File: config.mk
export PLATFORM = sky130hd
export DESIGN_NAME = wb_stream_burst_writer_flat
export DESIGN_NICKNAME = d
export VERILOG_FILES = /design/src/rtl/wb_stream_burst_writer_if.sv /design/src/rtl/wb_stream_burst_writer.sv /design/src/flat_wrapper.sv
export SDC_FILE = /design/constraint.sdc
export NUM_CORES = 1
export LEC_CHECK = 0
export ABC_AREA = 1
export CAP_MARGIN = 20
export CORE_MARGIN = 5
export CORE_UTILIZATION = 45
export DETAILED_ROUTE_END_ITERATION = 7
export PLACE_DENSITY = 0.67
export SYNTH_ARGS = -nofsm -noshare
export SYNTH_HDL_FRONTEND = slang
export SYNTH_SLANG_ARGS = --single-unit
export TNS_END_PERCENT = 10
File: constraint.sdc
create_clock -name wb_clk_i -period 12.2 [get_ports wb_clk_i]
set_clock_uncertainty 0.15 [all_clocks]
set_input_delay 2.44 -clock wb_clk_i [delete_from_list [all_inputs] [get_ports wb_clk_i]]
set_output_delay 2.44 -clock wb_clk_i [all_outputs]
set_load 0.01 [all_outputs]
File: src/rtl/wb_stream_burst_writer_if.sv
// Wishbone B4 master-side bus bundle used by the stream burst writer toward wb_hyper.
interface wb_stream_burst_writer_if #(
    parameter int AW = 32
) ();
    logic [AW-1:0] adr;
    logic [31:0]   dat;
    logic [3:0]    sel;
    logic          we;
    logic          cyc;
    logic          stb;
    logic [2:0]    cti;
    logic [1:0]    bte;
    logic          ack;

    modport master (
        output adr, dat, sel, we, cyc, stb, cti, bte,
        input  ack
    );

    modport slave (
        input  adr, dat, sel, we, cyc, stb, cti, bte,
        output ack
    );
endinterface

File: src/rtl/wb_stream_burst_writer.sv
// Buffers a 32-bit valid/ready stream in a FIFO and writes it to consecutive
// HyperRAM addresses as wishbone incrementing bursts of up to BURST_LEN beats.
module wb_stream_burst_writer #(
    parameter int AW        = 32,
    parameter int DW        = 32,
    parameter int BURST_LEN = 4,
    parameter int FIFO_AW   = 5,
    parameter int LW        = 24
) (
    input  logic          wb_clk_i,
    input  logic          wb_rst_n_i,
    input  logic          start_i,
    input  logic [AW-1:0] base_adr_i,
    input  logic [LW-1:0] len_i,
    output logic          busy_o,
    output logic          done_o,
    input  logic [DW-1:0] s_data_i,
    input  logic          s_valid_i,
    output logic          s_ready_o,
    wb_stream_burst_writer_if.master wb
);

    localparam int DEPTH = 1 << FIFO_AW;
    localparam int BCW   = $clog2(BURST_LEN + 1);
    localparam logic [LW-1:0] BL = LW'(BURST_LEN);

    localparam logic [1:0] S_IDLE  = 2'd0;
    localparam logic [1:0] S_ARM   = 2'd1;
    localparam logic [1:0] S_BURST = 2'd2;
    localparam logic [1:0] S_DONE  = 2'd3;

    logic [1:0]         r_state;
    logic [AW-1:0]      r_adr;
    logic [LW-1:0]      r_len;
    logic [LW-1:0]      r_acc_cnt;
    logic [LW-1:0]      r_wr_rem;
    logic [BCW-1:0]     r_beat_cnt;
    logic [DW-1:0]      r_mem [DEPTH];
    logic [FIFO_AW-1:0] r_wptr;
    logic [FIFO_AW-1:0] r_rptr;
    logic [FIFO_AW:0]   r_count;

    logic          w_busy;
    logic          w_burst;
    logic          w_full;
    logic          w_push;
    logic          w_pop;
    logic          w_last_beat;
    logic          w_fifo_ok;
    logic [LW-1:0] w_n;

    assign w_busy      = (r_state == S_ARM) || (r_state == S_BURST);
    assign w_burst     = (r_state == S_BURST);
    assign w_full      = (r_count == (FIFO_AW + 1)'(DEPTH));
    assign s_ready_o   = w_busy && !w_full && (r_acc_cnt < r_len);
    assign w_push      = s_valid_i && s_ready_o;
    assign w_pop       = w_burst && wb.ack;
    assign w_last_beat = (r_beat_cnt == BCW'(1));
    assign w_n         = (r_wr_rem < BL) ? r_wr_rem : BL;
    assign w_fifo_ok   = (LW'(r_count) >= w_n);

    assign busy_o = w_busy;
    assign done_o = (r_state == S_DONE);

    // Bus outputs are pure functions of registered state, so they stay frozen across wait states.
    assign wb.cyc = w_burst;
    assign wb.stb = w_burst;
    assign wb.we  = w_burst;
    assign wb.sel = w_burst ? 4'hF : 4'h0;
    assign wb.cti = w_burst ? (w_last_beat ? 3'b111 : 3'b010) : 3'b000;
    assign wb.bte = 2'b00;
    assign wb.adr = r_adr;
    assign wb.dat = w_burst ? r_mem[r_rptr] : '0;

    always_ff @(posedge wb_clk_i) begin
        if (w_push) begin
            r_mem[r_wptr] <= s_data_i;
        end
    end

    always_ff @(posedge wb_clk_i or negedge wb_rst_n_i) begin
        if (!wb_rst_n_i) begin
            r_wptr  <= '0;
            r_rptr  <= '0;
            r_count <= '0;
        end else begin
            if (w_push) begin
                r_wptr <= r_wptr + FIFO_AW'(1);
            end
            if (w_pop) begin
                r_rptr <= r_rptr + FIFO_AW'(1);
            end
            case ({w_push, w_pop})
                2'b10:   r_count <= r_count + (FIFO_AW + 1)'(1);
                2'b01:   r_count <= r_count - (FIFO_AW + 1)'(1);
                default: r_count <= r_count;
            endcase
        end
    end

    always_ff @(posedge wb_clk_i or negedge wb_rst_n_i) begin
        if (!wb_rst_n_i) begin
            r_state    <= S_IDLE;
            r_adr      <= '0;
            r_len      <= '0;
            r_acc_cnt  <= '0;
            r_wr_rem   <= '0;
            r_beat_cnt <= '0;
        end else begin
            if (w_push) begin
                r_acc_cnt <= r_acc_cnt + LW'(1);
            end
            case (r_state)
                S_IDLE: begin
                    if (start_i) begin
                        if (len_i != '0) begin
                            r_state   <= S_ARM;
                            r_adr     <= base_adr_i & ~AW'(3);
                            r_len     <= len_i;
                            r_wr_rem  <= len_i;
                            r_acc_cnt <= '0;
                        end else begin
                            r_state <= S_DONE;
                        end
                    end
                end
                // A burst only starts once every beat it needs is already buffered.
                S_ARM: begin
                    if (w_fifo_ok) begin
                        r_beat_cnt <= BCW'(w_n);
                        r_state    <= S_BURST;
                    end
                end
                S_BURST: begin
                    if (wb.ack) begin
                        r_adr      <= r_adr + AW'(4);
                        r_wr_rem   <= r_wr_rem - LW'(1);
                        r_beat_cnt <= r_beat_cnt - BCW'(1);
                        if (w_last_beat) begin
                            r_state <= (r_wr_rem == LW'(1)) ? S_DONE : S_ARM;
                        end
                    end
                end
                S_DONE: begin
                    r_state <= S_IDLE;
                end
                default: begin
                    r_state <= S_IDLE;
                end
            endcase
        end
    end

endmodule

File: src/flat_wrapper.sv
// flat-port wrapper written by rule: the top's interface ports become plain ports
module wb_stream_burst_writer_flat 
#(
    parameter int AW        = 32,
    parameter int DW        = 32,
    parameter int BURST_LEN = 4,
    parameter int FIFO_AW   = 5,
    parameter int LW        = 24
)
  (wb_clk_i, wb_rst_n_i, start_i, base_adr_i, len_i, busy_o, done_o, s_data_i, s_valid_i, s_ready_o, wb_adr, wb_dat, wb_sel, wb_we, wb_cyc, wb_stb, wb_cti, wb_bte, wb_ack);
  wb_stream_burst_writer_if #(.AW(AW)) wb_i ();
  input  logic wb_clk_i;
  input  logic wb_rst_n_i;
  input  logic start_i;
  input  logic [AW-1:0] base_adr_i;
  input  logic [LW-1:0] len_i;
  output logic busy_o;
  output logic done_o;
  input  logic [DW-1:0] s_data_i;
  input  logic s_valid_i;
  output logic s_ready_o;
  output wire logic [$bits(wb_i.adr)-1:0] wb_adr;
  output wire logic [$bits(wb_i.dat)-1:0] wb_dat;
  output wire logic [$bits(wb_i.sel)-1:0] wb_sel;
  output wire logic [$bits(wb_i.we)-1:0] wb_we;
  output wire logic [$bits(wb_i.cyc)-1:0] wb_cyc;
  output wire logic [$bits(wb_i.stb)-1:0] wb_stb;
  output wire logic [$bits(wb_i.cti)-1:0] wb_cti;
  output wire logic [$bits(wb_i.bte)-1:0] wb_bte;
  input wire logic [$bits(wb_i.ack)-1:0] wb_ack;
  assign wb_adr = wb_i.adr;
  assign wb_dat = wb_i.dat;
  assign wb_sel = wb_i.sel;
  assign wb_we = wb_i.we;
  assign wb_cyc = wb_i.cyc;
  assign wb_stb = wb_i.stb;
  assign wb_cti = wb_i.cti;
  assign wb_bte = wb_i.bte;
  assign wb_i.ack = wb_ack;
  wb_stream_burst_writer #(.AW(AW), .DW(DW), .BURST_LEN(BURST_LEN), .FIFO_AW(FIFO_AW), .LW(LW)) u_core (.wb_clk_i(wb_clk_i), .wb_rst_n_i(wb_rst_n_i), .start_i(start_i), .base_adr_i(base_adr_i), .len_i(len_i), .busy_o(busy_o), .done_o(done_o), .s_data_i(s_data_i), .s_valid_i(s_valid_i), .s_ready_o(s_ready_o), .wb(wb_i));
endmodule
==> impl_metrics.yaml <==
worst_setup_path:
  critical_path_class: "reg2out"
  crit_slowest_cell: "buf_4"
  r2r-end: "u_core.r_mem[12][21]$_DFFE_PP_"
  critPathCapture: "wb_dat[12]"
  r2r_slack_ns: 7.61
  endpoint_kind: "output pin"
  crit_chain: "buf_12, buf_4, o21ai_0, o22ai_1, o21ai_0, a31oi_1, nor2_1, nor2_1, clkdlybuf4s50_1"
  required_ns: 9.61
  cp_max_fo: 188
  crit_cells: 9
  path_delay_family: "buffers and inverters"
  slowest_delay_ns: 0.93
  worst-path-buf-inv: 3
  start_kind: "register"
  r2r_start: "u_core.r_state[0]$_DFFE_PN0P_"
  startpoint: "u_core.r_rptr[1]$_DFFE_PN0P_"
  reg2reg_depth: 13
  crit_arrival_ns: 4.98
clock_network:
  cts_resized: 0
  cts_max_level: 3
  cts_buffers: 112
  root_buffer: "clkbuf_16"
  postCtsSetupBuffers: 0
  clock_path_buffers: 3
  cts_sinks: 1147
  cts.clk_slew.worst_paths_ns: 0.06
  cts_tree: "built"
  clk_latency_ns: 0.73
  holdBufCountCts: 0
sta:
  drv_slew: 0
  period_share_pct: 62.02
  slew_headroom_pct: 19.71
  fin_crit_ns: 7.566
  worst_slew_pin_slew_ns: 1.204
  max_freq_mhz: 132.2
  fin_tns_setup_ns: 0
  setup_viol: 0
  hold_viol: 0
  rsz0062_at_grt: "no"
routing:
  dr.pass1.iters: 5
  vias: 33420
  drt_iter0_drc: 3474
  wl_per_cell_um: 22.75
  wl_um: 133200
  drc: 0
  drtAntennaViolNets: 0
  vias_per_cell: 5.707
synthesis:
  synth_top_cells_by_area: "edfxtp_1 (63%), nor2_1 (6.4%), dfrtp_1 (6.3%), o21ai_0 (5.9%), nand2_1 (4.2%)"
  ys_types: 47
  yosys.area_share.simple_pct: 13.35
  yosysTopAreaCell: "edfxtp_1"
  synthArstFlopShare_pct: 10.72
  ys_warn_count: 0
  yosysTopAreaCellShare_pct: 62.96
  syn_inst: 4266
  avgSynthCellArea_um2: 11.45
  synth-compound-area-share_pct: 10.92
  synthesis.area_um2: 48840
  synth_fa_ha_area_share_pct: 1.322
  yosysMostFrequentCell: "edfxtp_1"
  synth_ff_type: "edfxtp_1"
  ys_seq_area_share_pct: 69.27
  synthMuxAreaShare_pct: 0.02050
  synth_top_family_by_area: "simple AND/OR/NAND/NOR gates"
  synth-edff-count: 1024
  ys_top_cells_by_count: "edfxtp_1 (1024), nor2_1 (834), o21ai_0 (578), nand2_1 (541), inv_1 (155)"
  synth_xor_area_share_pct: 0.9146
  ys_seq_elements: 1147
place:
  dp_hpwl_um: 71700
  place.gp.congestion: 0.8448
  dp.cells: 5631
  port-buffer-count: 165
power:
  peakVddDrop_v: 0.0002380
  powerDensity_nw_per_um2: 228.3
  p_leak_nw: 18.91
  power_mw: 12.66
layout:
  area_growth_syn_to_layout_pct: 13.59
  n_fill_cell: 9191
  layout-drive-gt1-share_pct: 6.497
  stdcell_count: 5856
  layout.nets: 4496
  final_util_pct: 51.60
grt:
  grt_pass1_vias: 31460
  grt_pass1_wl_um: 197500
  antenna_found_initial: 9
  track_usage_pct: 22.31
  grt_start_max_net_pins: 229
  grt_overflow_total: 0
die:
  start_util_pct: 45.43
  die_y_um: 339.4
  core-area_um2: 107500
  rows: 120
  die-area_um2: 115200
  die_x_um: 339.4
  io-pin-count: 172
hold_path:
  hold_path.class: "reg2reg"
status:
  status: "finished, final reports clean"
job:
  maxCapViolCount: 0
## cells by family after synthesis
logic type      after synthesis
mux                           1
xor+xnor                     51
buf+inv                     429
simple gates               1621
other cells                   2
fa+ha+maj                    51
flops                      1147
compound gates              964
## how the worst min path moves through the flow
stage,slack [ns],from,to,depth (start not counted)
final,0.34,u_core.r_len[19]$_DFFE_PN0P_,u_core.r_len[19]$_DFFE_PN0P_,2
after global placement,0.32,u_core.r_len[5]$_DFFE_PN0P_,u_core.r_len[5]$_DFFE_PN0P_,2
after detailed placement,0.33,u_core.r_len[20]$_DFFE_PN0P_,u_core.r_len[20]$_DFFE_PN0P_,2
after floorplan,0.30,u_core.r_len[10]$_DFFE_PN0P_,u_core.r_len[10]$_DFFE_PN0P_,2
after CTS,0.34,u_core.r_len[20]$_DFFE_PN0P_,u_core.r_len[20]$_DFFE_PN0P_,2
after global routing,0.36,u_core.r_len[17]$_DFFE_PN0P_,u_core.r_len[17]$_DFFE_PN0P_,2
## metal layers
layer | share of wire, % | track usage, % | vias to the layer above
met2 | 47 | 35.90 | 1470
met3 | 8.9 | 4.732 | 242
met4 | 3.2 | 7.477 | 6
li1 | - | - | 15340
met1 | 41 | 30.48 | 16360
met5 | 0.025 | 0 | -
## cells in the final DEF (no fill, tap or decap), types with 5 or more instances in the layout
cell             instances
edfxtp_1              1024
nor2_1                 804
o21ai_0                578
nand2_1                541
clkdlybuf4s50_1        164
inv_1                  153
o22ai_1                152
nand3_1                138
dfrtp_1                119
clkbuf_16              113
o211ai_1                88
o21ai_1                 71
buf_4                   53
nand4_1                 52
ha_1                    49
xor2_1                  40
a21oi_1                 37
nor2_4                  32
clkbuf_1                28
clkinv_1                25
nor3_1                  23
clkinv_2                23
o221ai_1                16
a31oi_1                 15
xnor2_1                 11
bufinv_16                9
and3_1                   8
conb_1                   7
clkbuf_8                 7
inv_2                    6
diode_2                  5
or2_2                    5
buf_12                   5
## worst reg2reg max path, stage by stage (launching register included)
cell and delay [ns]:
dfrtp_1 0.40, inv_1 0.14, ha_1 0.42, nand2_1 0.08, nor2_1 0.10, nand3_1 0.08
nor2_1 0.11, nand2_1 0.09, inv_1 0.12, nand3_2 0.09, inv_2 0.40, nand2_1 0.61
nor2_4 0.82, buf_4 0.61
## sequential cells by signal, indices dropped and copies added (netlist names)
signal,flops
u_core.r_acc_cnt,24
u_core.wb.adr,30
u_core.r_wptr,5
u_core.r_mem,1024
u_core.r_count,6
u_core.r_state,2
u_core.r_beat_cnt,3
u_core.r_rptr,5
u_core.r_len,24
u_core.r_wr_rem,24
## cell type report
cell class	instances	area [um2]	area share [%]
Antenna cell	5	12.51	0.02255
Clock buffer	147	3004	5.415
Clock inverter	63	653.1	1.177
Inverter	165	644.4	1.162
Multi-Input combinational cell	2695	13240	23.86
Sequential cell	1147	33840	61.00
Tap cell	1403	1755	3.164
Timing Repair Buffer	231	2331	4.202
## power breakdown
part | switching [mW] | leakage [nW] | internal, mW
Sequential | 0.304 | 10.8 | 4.60
Combinational | 2.96 | 6.37 | 1.37
Clock | 1.50 | 1.78 | 1.93
## through the flow
step / hold slack, ns / cell area [um2] / setup WS, ns
6_report: 0.3369 / 55480 / 4.634
4_1_cts: 0.3427 / 55250 / 4.515
3_5_place_dp: 0.3287 / 51590 / 5.259
3_3_place_gp: 0.3219 / 51570 / 5.262
2_1_floorplan: 0.3030 / 48860 / 6.659
5_1_grt: 0.3623 / 55470 / 4.304
Note: power is estimated with default switching activity, not from simulation.
